`config.mk`:
```
export PLATFORM = sky130hd
export DESIGN_NAME = cbus_arbiter
export DESIGN_NICKNAME = d
export VERILOG_FILES = /design/src/rtl/common.sv /design/src/rtl/cbus_arbiter_rr_pick.sv /design/src/rtl/cbus_arbiter.sv
export SDC_FILE = /design/constraint.sdc
export NUM_CORES = 1
export LEC_CHECK = 0
export CORE_AREA = 2 2 137 139
export DETAILED_ROUTE_END_ITERATION = 8
export DIE_AREA = 0 0 139 141
export SLEW_MARGIN = 0
export SYNTH_ARGS = -nofsm -noshare
export SYNTH_HDL_FRONTEND = slang
export SYNTH_HIERARCHICAL = 1
export SYNTH_SLANG_ARGS = --single-unit
```
`constraint.sdc`:
```
create_clock -name clk -period 1.2 [get_ports clk]
set_input_delay 0.24 -clock clk [delete_from_list [all_inputs] [get_ports clk]]
set_output_delay 0.24 -clock clk [all_outputs]
set_load 0.01 [all_outputs]
```
`src/rtl/common.sv`:
```
// Shared cbus field layout used by the caches, the core top level and the memory side.
package common;

   typedef struct packed {
      logic        valid;
      logic        is_write;
      logic [2:0]  size;
      logic [31:0] addr;
      logic [3:0]  strobe;
      logic [31:0] data;
      logic [7:0]  len;
      logic [1:0]  burst;
   } cbus_req_t;

   typedef struct packed {
      logic        ready;
      logic        last;
      logic [31:0] data;
   } cbus_resp_t;

endpackage

```
`src/rtl/cbus_arbiter_rr_pick.sv`:
```
// Combinational rotating-priority picker: first set request at prio, prio+1, ... mod NUM_REQ.
module rr_pick #(
   parameter  int NUM_REQ = 2,
   localparam int IDX_W   = $clog2(NUM_REQ)
) (
   input  logic [NUM_REQ-1:0] req_i,
   input  logic [IDX_W-1:0]   prio_i,
   output logic               found_o,
   output logic [IDX_W-1:0]   idx_o
);

   int               j;
   logic [IDX_W-1:0] cand;

   // Scan from the farthest offset down so the nearest-to-prio request wins last.
   always_comb begin
      found_o = 1'b0;
      idx_o   = '0;
      j       = 0;
      cand    = '0;
      for (int i = NUM_REQ - 1; i >= 0; i--) begin
         j = int'(prio_i) + i;
         if (j >= NUM_REQ) j = j - NUM_REQ;
         cand = IDX_W'(j);
         if (req_i[cand]) begin
            found_o = 1'b1;
            idx_o   = cand;
         end
      end
   end

endmodule

```
`src/rtl/cbus_arbiter.sv`:
```
// Round-robin arbiter sharing one cbus between NUM_REQ cache requesters; grant held for a burst.
module cbus_arbiter
   import common::*;
#(
   parameter  int NUM_REQ = 2,
   localparam int IDX_W   = $clog2(NUM_REQ)
) (
   input  logic             clk,
   input  logic             reset_,
   input  cbus_req_t        ireqs  [NUM_REQ],
   output cbus_resp_t       oresps [NUM_REQ],
   output cbus_req_t        oreq,
   input  cbus_resp_t       iresp,
   output logic             dbg_busy_o,
   output logic [IDX_W-1:0] dbg_sel_o,
   output logic [IDX_W-1:0] dbg_prio_o
);

   typedef enum logic {IDLE, BUSY} state_e;
   typedef logic [IDX_W-1:0] idx_t;

   state_e             state_q, state_d;
   idx_t               sel_q, sel_d;
   idx_t               prio_q, prio_d;
   logic [NUM_REQ-1:0] req_vld;
   logic               pick_found;
   idx_t               pick_idx;

   always_comb begin
      for (int k = 0; k < NUM_REQ; k++) req_vld[k] = ireqs[k].valid;
   end

   rr_pick #(.NUM_REQ(NUM_REQ)) u_pick (
      .req_i   (req_vld),
      .prio_i  (prio_q),
      .found_o (pick_found),
      .idx_o   (pick_idx)
   );

   // Outputs decode from registered state only, so async reset clears them without a clock.
   always_comb begin
      state_d = state_q;
      sel_d   = sel_q;
      prio_d  = prio_q;
      oreq    = '0;
      for (int k = 0; k < NUM_REQ; k++) oresps[k] = '0;
      case (state_q)
         IDLE: begin
            if (pick_found) begin
               sel_d   = pick_idx;
               state_d = BUSY;
            end
         end
         BUSY: begin
            oreq           = ireqs[sel_q];
            oresps[sel_q]  = iresp;
            if (oreq.valid && iresp.ready && iresp.last) begin
               state_d = IDLE;
               prio_d  = (sel_q == idx_t'(NUM_REQ - 1)) ? '0 : sel_q + 1'b1;
            end
         end
         default: state_d = IDLE;
      endcase
   end

   always_ff @(posedge clk or negedge reset_) begin
      if (!reset_) begin
         state_q <= IDLE;
         sel_q   <= '0;
         prio_q  <= '0;
      end else begin
         state_q <= state_d;
         sel_q   <= sel_d;
         prio_q  <= prio_d;
      end
   end

   assign dbg_busy_o = (state_q == BUSY);
   assign dbg_sel_o  = sel_q;
   assign dbg_prio_o = prio_q;

endmodule

```
==> flow_results.xml, run 1 <==
<?xml version="1.0" encoding="UTF-8"?>
<metrics>
  <group name="die">
    <metric name="core.rowCount" unit="">50</metric>
    <metric name="boundaryPins" unit="">356</metric>
    <metric name="die-width" unit="um">139</metric>
    <metric name="die_height" unit="um">141</metric>
    <metric name="core_region_area" unit="um2">18300</metric>
    <metric name="fp.dieArea" unit="um2">19600</metric>
    <metric name="initial_core_util" unit="%">11.5</metric>
  </group>
  <group name="route">
    <metric name="routed_via_density" unit="">3.96</metric>
    <metric name="detail_route.wirelength" unit="mm">13.8</metric>
    <metric name="dr.pass1.iters" unit="">4</metric>
    <metric name="drc" unit="">0</metric>
    <metric name="initialDrtViolationCount" unit="">60</metric>
    <metric name="num_vias" unit="">3571</metric>
    <metric name="wl_per_cell" unit="um">15.3</metric>
    <metric name="antenna_violating_nets_post_route" unit="">0</metric>
  </group>
  <group name="placement">
    <metric name="dp.final_hpwl" unit="mm">10.2</metric>
    <metric name="port_buffers" unit="">355</metric>
    <metric name="gp_congestion" unit="">0.939</metric>
    <metric name="dpl-instance-area" unit="um2">6310</metric>
  </group>
  <group name="setup_path">
    <metric name="kind_of_start_point_of_the_critical_path" unit="">register</metric>
    <metric name="end_kind" unit="">output port</metric>
    <metric name="critical_path_arrival" unit="ns">1.59</metric>
    <metric name="critical-path-top-delay-family" unit="">flip-flops</metric>
    <metric name="required_time_at_the_worst_slack_endpoint" unit="ns">0.96</metric>
    <metric name="crit_chain" unit="">buf_12 &gt; and2b_2 &gt; buf_12 &gt; buf_4 &gt; and2_4 &gt; buf_6</metric>
    <metric name="critical_path.max_stage_delay" unit="ns">0.51</metric>
    <metric name="crit_path_top_delay_cell" unit="">sky130_fd_sc_hd__dfrtp_4</metric>
    <metric name="path_max_fanout" unit="">15</metric>
    <metric name="cp.buffers_inverters" unit="">4</metric>
    <metric name="path_class" unit="">register to output port</metric>
    <metric name="cp_common_cell" unit="">sky130_fd_sc_hd__buf_12</metric>
  </group>
  <group name="sta">
    <metric name="slew_viol_final" unit="">0</metric>
    <metric name="final-setup-viol-count" unit="">155</metric>
    <metric name="worst_margin_slew" unit="ns">0.273</metric>
    <metric name="hold_viol" unit="">0</metric>
    <metric name="achievable-frequency" unit="GHz">0.545</metric>
    <metric name="grt_setup_unrepaired" unit="">true</metric>
    <metric name="timing.max_slew.rel_slack" unit="%">81.8</metric>
    <metric name="final_min_period_over_clock_period" unit="%">153</metric>
    <metric name="fin_ws" unit="ns">-0.634</metric>
    <metric name="timing.final.crit_period" unit="ns">1.83</metric>
    <metric name="clock_skew" unit="ns">0.00113</metric>
  </group>
  <group name="yosys">
    <metric name="synth_seq_cells" unit="">3</metric>
    <metric name="yosys.area.top_type_share" unit="%">39.6</metric>
    <metric name="yosys.cell_types.count" unit="">19</metric>
    <metric name="syn_nets" unit="">478</metric>
    <metric name="synth_enable_flop_cells" unit="">0</metric>
    <metric name="async_s_r_ff_share_synth" unit="%">100</metric>
    <metric name="post-synth-top-count-cell" unit="">sky130_fd_sc_hd__nor2b_1</metric>
    <metric name="synth_sequential_area_ratio" unit="%">3.58</metric>
    <metric name="dominant_cells_by_area_after_synthesis" unit="">sky130_fd_sc_hd__mux2i_1, sky130_fd_sc_hd__nor2b_1, sky130_fd_sc_hd__and2_1</metric>
    <metric name="synth_common_cells" unit="">sky130_fd_sc_hd__nor2b_1, sky130_fd_sc_hd__mux2i_1, sky130_fd_sc_hd__and2_1, sky130_fd_sc_hd__and3_1, sky130_fd_sc_hd__clkbuf_1</metric>
    <metric name="yosysWarnings" unit="">6</metric>
    <metric name="syn_inst" unit="">276</metric>
    <metric name="post_synth.cell_area_avg" unit="um2">7.59</metric>
    <metric name="post_synthesis_instance_area" unit="um2">2100</metric>
    <metric name="yosysTopAreaCell" unit="">sky130_fd_sc_hd__mux2i_1</metric>
    <metric name="postSynth.topFlopCell" unit="">sky130_fd_sc_hd__dfrtp_1</metric>
  </group>
  <group name="cts">
    <metric name="tritoncts_num_sinks" unit="">3</metric>
    <metric name="cts-buffers-inserted" unit="">3</metric>
    <metric name="clkSlewWorstSetupHoldPaths" unit="ns">0.03</metric>
    <metric name="cts_root_buf" unit="">sky130_fd_sc_hd__clkbuf_16</metric>
    <metric name="cts_hold_repair.buffers" unit="">0</metric>
    <metric name="clock_latency" unit="ns">0.22</metric>
    <metric name="tritoncts" unit="">done</metric>
    <metric name="cts-htree-levels" unit="">1</metric>
    <metric name="ctsLongestPathBuffers" unit="">2</metric>
  </group>
  <group name="outcome">
    <metric name="outcome" unit="">complete, but fails checks</metric>
    <metric name="failing_checks" unit="">setup timing</metric>
  </group>
  <group name="global_routing">
    <metric name="number_of_global_route_vias_before_repair" unit="">3695</metric>
    <metric name="globalRouteMet1Util" unit="%">13.3</metric>
    <metric name="globalRouteMet3Util" unit="%">3.02</metric>
    <metric name="grt_first_pass_wirelength" unit="mm">20.4</metric>
    <metric name="antenna_found_initial" unit="">3</metric>
    <metric name="grt-busiest-layer" unit="">met2</metric>
    <metric name="use_met2" unit="%">25.3</metric>
    <metric name="largest_net_degree_at_the_start_of_global_routing" unit="">79</metric>
    <metric name="grt_util_all_layers" unit="%">13.0</metric>
    <metric name="global_route.overflow_total" unit="">0</metric>
  </group>
  <group name="layout">
    <metric name="layout-drive-gt1-share" unit="%">54.4</metric>
    <metric name="total_non_filler_cell_area_in_the_finished_layout" unit="um2">6710</metric>
    <metric name="final_nets" unit="">870</metric>
    <metric name="syn2layout_area_growth" unit="%">220</metric>
    <metric name="fillerInstances" unit="">1864</metric>
  </group>
  <group name="power_and_ir_drop">
    <metric name="ir_worst_vdd" unit="mV">0.656</metric>
    <metric name="power_density" unit="nW/um2">1710</metric>
    <metric name="overall_power" unit="W">0.0115</metric>
    <metric name="cellLeakagePower" unit="nW">3.11</metric>
  </group>
  <group name="min_path">
    <metric name="hold_path.class" unit="">input pin to asynchronous set/reset pin</metric>
  </group>
  <group name="run">
    <metric name="max-cap-violations" unit="">0</metric>
  </group>
</metrics>
==> what timing repair did <==
action / 4_1_cts / 5_1_grt
gates resized for setup: 621 / 118
endpoints found under the setup margin: 157 / 157
setup buffers: 21 / 13
endpoints found under the hold margin: 0 / 0
pin swaps: 0 / 1
gates cloned: 8 / 1
==> routing by layer <==
layer | vias up | wire (um)
li1 | 1719 | -
met1 | 1619 | 4750
met2 | 207 | 7600
met3 | 22 | 1060
met4 | 4 | 363
met5 | - | 27
==> layout by cell type, fill, tap and decap left out, drive strengths merged <==
cell type,n
dfrtp,3
inv,1
clkbuf,5
o31ai,1
clkdlybuf4s15,1
mux2i,83
buf,207
a21boi,1
o22a,1
diode,1
o21ai,1
and2,34
dlygate4sd2,8
and3,34
nand3,1
or2,1
clkdlybuf4s50,199
mux2,1
and2b,1
nor2b,84
==> worst reg2reg max path, stage by stage (launching register included) <==
cell	delay [ns]
sky130_fd_sc_hd__dfrtp_4	0.51
sky130_fd_sc_hd__buf_4	0.17
sky130_fd_sc_hd__buf_4	0.14
sky130_fd_sc_hd__mux2i_2	0.15
sky130_fd_sc_hd__buf_4	0.15
sky130_fd_sc_hd__o21ai_2	0.13
sky130_fd_sc_hd__o31ai_2	0.08
==> final timing paths <==
kind | start | end | slack, ns | depth (start not counted)
max | dbg_sel_o | oresps[57] | -0.63 | 6
min | reset_ | dbg_prio_o | 0.20 | 1
min reg2reg | dbg_prio_o | dbg_prio_o | 0.59 | 3
max reg2reg | dbg_sel_o | dbg_prio_o | -0.25 | 6
max in group asynchronous | reset_ | dbg_sel_o | 0.84 | 1
min in group clk | dbg_prio_o | dbg_prio_o | 0.59 | 3
==> cell type report <==
cell class | count | area, um2 | share of cell area [%]
timing repair buffer | 416 | 3940 | 58.6
multi-input combinational | 243 | 2320 | 34.5
tap | 234 | 293 | 4.36
sequential | 3 | 80.1 | 1.19
clock buffer | 4 | 78.8 | 1.17
inverter | 1 | 3.75 | 0.0559
antenna | 1 | 2.50 | 0.0373
==> stage by stage <==
stage          cells  setup TNS [ns]  hold WS, ns  util [%]  setup WS [ns]
6_report         902          -79.35        0.203      36.8         -0.634
5_1_grt          902          -86.21        0.216      36.8         -0.686
4_1_cts          892          -85.25        0.201      36.0         -0.714
3_5_place_dp     859          -93.26        0.433      34.5         -0.684
3_3_place_gp     859          -90.93        0.433      34.5         -0.679
2_1_floorplan    276           -6.95      -0.0556         -        -0.0733
==> power breakdown <==
| part | internal [W] | switching, W | leakage [nW] |
|---|---|---|---|
| clock network | 0.000438 | 0.0000860 | 0.0382 |
| registers | 0.000152 | 0.0000544 | 0.0324 |
| logic | 0.00640 | 0.00432 | 3.04 |
| total | 0.00699 | 0.00446 | 3.11 |
==> sequential cells by signal, indices dropped and copies added, names as in the netlist <==
register,flops
dbg_busy_o,1
dbg_prio_o,1
dbg_sel_o,1
==> cells by family (layout without fill, tap and decap cells) <==
family | after synthesis | count (layout) | share of synthesized area (%)
DFF | 3 | 3 | 3.58
and+or+nand+nor | 155 | 155 | 46.3
buffers and inverters | 30 | 421 | 8.60
other | 0 | 1 | 0
AOI/OAI and AO/OA | 4 | 4 | 1.37
muxes | 84 | 84 | 40.2
Power figures use the tool's default switching activity.
==> run 2, diff against run 1 <==
Settings changed: CTS_CLUSTER_SIZE set to 16, MAX_ROUTING_LAYER set to met4, SLEW_MARGIN 0 to 40.
==> flow_results.xml, run 2 (synthesis results as in run 1) <==
<?xml version="1.0" encoding="UTF-8"?>
<metrics>
  <group name="setup_path">
    <metric name="crit_chain" unit="">buf_12 &gt; and2b_2 &gt; buf_12 &gt; buf_4 &gt; and2_4 &gt; buf_6</metric>
    <metric name="cp_common_cell" unit="">sky130_fd_sc_hd__buf_12</metric>
    <metric name="ff2ff_setup_slack" unit="ns">-0.25</metric>
    <metric name="critical_path_arrival" unit="ns">1.60</metric>
    <metric name="r2r_cells" unit="">6</metric>
    <metric name="required_time_at_the_worst_slack_endpoint" unit="ns">0.96</metric>
    <metric name="path_class" unit="">register to output port</metric>
    <metric name="crit_path_top_delay_cell" unit="">sky130_fd_sc_hd__dfrtp_4</metric>
    <metric name="end_kind" unit="">output port</metric>
    <metric name="path_max_fanout" unit="">15</metric>
    <metric name="critical_path.reg2reg.endpoint" unit="">dbg_prio_o</metric>
    <metric name="critical_path.max_stage_delay" unit="ns">0.51</metric>
    <metric name="r2r_start" unit="">dbg_sel_o</metric>
    <metric name="cp-startpoint" unit="">dbg_sel_o</metric>
    <metric name="kind_of_start_point_of_the_critical_path" unit="">register</metric>
  </group>
  <group name="layout">
    <metric name="area_of_the_multi_input_gates" unit="um2">2310</metric>
    <metric name="layout-drive-gt1-share" unit="%">54.4</metric>
    <metric name="layout_commonest_cell" unit="">sky130_fd_sc_hd__clkdlybuf4s50_1</metric>
    <metric name="final_core_util" unit="%">36.6</metric>
    <metric name="layout.cells.most_common_list" unit="">sky130_fd_sc_hd__clkdlybuf4s50_1, sky130_fd_sc_hd__buf_2, sky130_fd_sc_hd__nor2b_2, sky130_fd_sc_hd__buf_6, sky130_fd_sc_hd__mux2i_1</metric>
    <metric name="syn2layout_area_growth" unit="%">219</metric>
    <metric name="ff_latch_area" unit="um2">80.1</metric>
    <metric name="fillerInstances" unit="">1868</metric>
    <metric name="fin_cells" unit="">903</metric>
    <metric name="final_nets" unit="">869</metric>
  </group>
  <group name="global_routing">
    <metric name="antenna_found_initial" unit="">3</metric>
    <metric name="use_met2" unit="%">25.3</metric>
    <metric name="grt-busiest-layer" unit="">met2</metric>
    <metric name="grt_first_pass_wirelength" unit="mm">20.3</metric>
    <metric name="globalRouteMet1Util" unit="%">13.8</metric>
    <metric name="globalRouteMet3Util" unit="%">2.17</metric>
    <metric name="global_route.overflow_total" unit="">0</metric>
    <metric name="largest_net_degree_at_the_start_of_global_routing" unit="">79</metric>
    <metric name="number_of_global_route_vias_before_repair" unit="">3700</metric>
    <metric name="grt_util_all_layers" unit="%">13.4</metric>
  </group>
  <group name="cts">
    <metric name="tritoncts" unit="">done</metric>
    <metric name="cts-htree-levels" unit="">1</metric>
    <metric name="clock_latency" unit="ns">0.22</metric>
    <metric name="tritoncts_num_sinks" unit="">3</metric>
    <metric name="ctsLongestPathBuffers" unit="">2</metric>
    <metric name="cts_root_buf" unit="">sky130_fd_sc_hd__clkbuf_16</metric>
    <metric name="clkSlewWorstSetupHoldPaths" unit="ns">0.03</metric>
    <metric name="cts-buffers-inserted" unit="">3</metric>
  </group>
  <group name="route">
    <metric name="antenna_violating_nets_post_route" unit="">0</metric>
    <metric name="num_vias" unit="">3582</metric>
    <metric name="initialDrtViolationCount" unit="">85</metric>
    <metric name="detail_route.wirelength" unit="mm">13.9</metric>
    <metric name="wl_per_cell" unit="um">15.3</metric>
    <metric name="dr.pass1.iters" unit="">4</metric>
    <metric name="routed_via_density" unit="">3.97</metric>
    <metric name="drc" unit="">0</metric>
  </group>
  <group name="sta">
    <metric name="slew_viol_final" unit="">0</metric>
    <metric name="fin_ws" unit="ns">-0.636</metric>
    <metric name="worst_hold_slack" unit="ns">0.203</metric>
    <metric name="achievable-frequency" unit="GHz">0.545</metric>
    <metric name="final-setup-viol-count" unit="">155</metric>
    <metric name="worst_margin_slew" unit="ns">0.279</metric>
    <metric name="timing.max_slew.rel_slack" unit="%">81.4</metric>
    <metric name="timing.final.crit_period" unit="ns">1.84</metric>
    <metric name="grt_setup_unrepaired" unit="">true</metric>
    <metric name="clock_skew" unit="ns">0.00112</metric>
    <metric name="final_min_period_over_clock_period" unit="%">153</metric>
    <metric name="hold_viol" unit="">0</metric>
  </group>
  <group name="die">
    <metric name="die-width" unit="um">139</metric>
    <metric name="die_height" unit="um">141</metric>
    <metric name="fp.dieArea" unit="um2">19600</metric>
    <metric name="initial_core_util" unit="%">11.5</metric>
    <metric name="core.rowCount" unit="">50</metric>
    <metric name="core_region_area" unit="um2">18300</metric>
    <metric name="boundaryPins" unit="">356</metric>
  </group>
  <group name="min_path">
    <metric name="hold_path.class" unit="">input pin to asynchronous set/reset pin</metric>
  </group>
  <group name="power_and_ir_drop">
    <metric name="cell_internal_pwr" unit="W">0.00693</metric>
    <metric name="sw_share" unit="%">39.1</metric>
    <metric name="overall_power" unit="W">0.0114</metric>
    <metric name="total_switching_power" unit="W">0.00445</metric>
    <metric name="power_density" unit="nW/um2">1700</metric>
    <metric name="clock_power_share" unit="%">4.6</metric>
    <metric name="pwr-share-seq" unit="%">1.8</metric>
    <metric name="ir_worst_vdd" unit="mV">0.657</metric>
    <metric name="cellLeakagePower" unit="nW">3.10</metric>
    <metric name="combinational_power_share" unit="%">93.6</metric>
  </group>
  <group name="placement">
    <metric name="port_buffers" unit="">355</metric>
    <metric name="numPlacedInstances" unit="">859</metric>
    <metric name="gp_congestion" unit="">0.956</metric>
    <metric name="pre_cts_slack" unit="ns">-0.684</metric>
    <metric name="dp.final_hpwl" unit="mm">10.2</metric>
  </group>
  <group name="run">
    <metric name="max-cap-violations" unit="">0</metric>
  </group>
  <group name="outcome">
    <metric name="outcome" unit="">complete, but fails checks</metric>
    <metric name="failing_checks" unit="">setup timing</metric>
  </group>
</metrics>
-- run 2: cell types whose count changed in the layout (fill, tap and decap cells not counted) --
cell,previous run,this run
sky130_fd_sc_hd__mux2i_2,29,30
sky130_fd_sc_hd__mux2i_4,4,3
sky130_fd_sc_hd__buf_8,7,8
sky130_fd_sc_hd__buf_6,57,56
sky130_fd_sc_hd__diode_2,1,3
sky130_fd_sc_hd__buf_12,10,9
-- run 2: how the worst max path moves through the flow --
stage,end,cells after the start
4_1_cts,oresps[52],5
5_1_grt,oresps[57],6
2_1_floorplan,oreq[63],4
3_3_place_gp,oreq[10],5
3_5_place_dp,oreq[1],5
6_report,oresps[57],6
-- run 2: power groups by stage --
stage / Sequential (W) / Clock, W / Combinational, W
after floorplan: 0.000189 / 0 / 0.00462
after global placement: 0.000203 / 0 / 0.00903
after detailed placement: 0.000205 / 0 / 0.00914
after CTS: 0.000203 / 0.000535 / 0.0102
after global routing: 0.000216 / 0.000543 / 0.0113
final: 0.000206 / 0.000524 / 0.0107
-- run 2: area by class of cell --
class	count	share of cell area [%]
Inverter	1	0.0561
Sequential cell	3	1.20
Clock buffer	4	1.18
Antenna cell	3	0.112
Timing Repair Buffer	415	58.6
Multi-Input combinational cell	243	34.5
Tap cell	234	4.37
-- run 2: layer usage --
metal | share of wire, % | up-vias
met5 | 0 | -
met4 | 2.7 | 0
met3 | 6.7 | 20
met2 | 55 | 213
met1 | 35 | 1629
li1 | - | 1720
-- run 2: critical path: cells and delay by family, from the launching register on --
| family | cells | cell delay [ns] |
|---|---|---|
| AND/OR/NAND/NOR | 2 | 0.38 |
| buffers and inverters | 4 | 0.47 |
| flip-flops | 1 | 0.51 |
-- run 2: stage by stage --
step | TNS, ns | cell area, um2
after floorplan | -6.95 | 2400
after global placement | -90.93 | 6310
after detailed placement | -93.26 | 6310
after CTS | -85.25 | 6570
after global routing | -86.05 | 6690
final | -79.16 | 6690
-- run 2: what timing repair did --
| action | in CTS | in global routing |
|---|---|---|
| gates resized for setup | 621 | 115 |
| hold buffers | 0 | 0 |
| endpoints found under the setup margin | 157 | 157 |
| pin swaps | 0 | 1 |
| gates cloned | 8 | 1 |
| setup buffers | 21 | 12 |
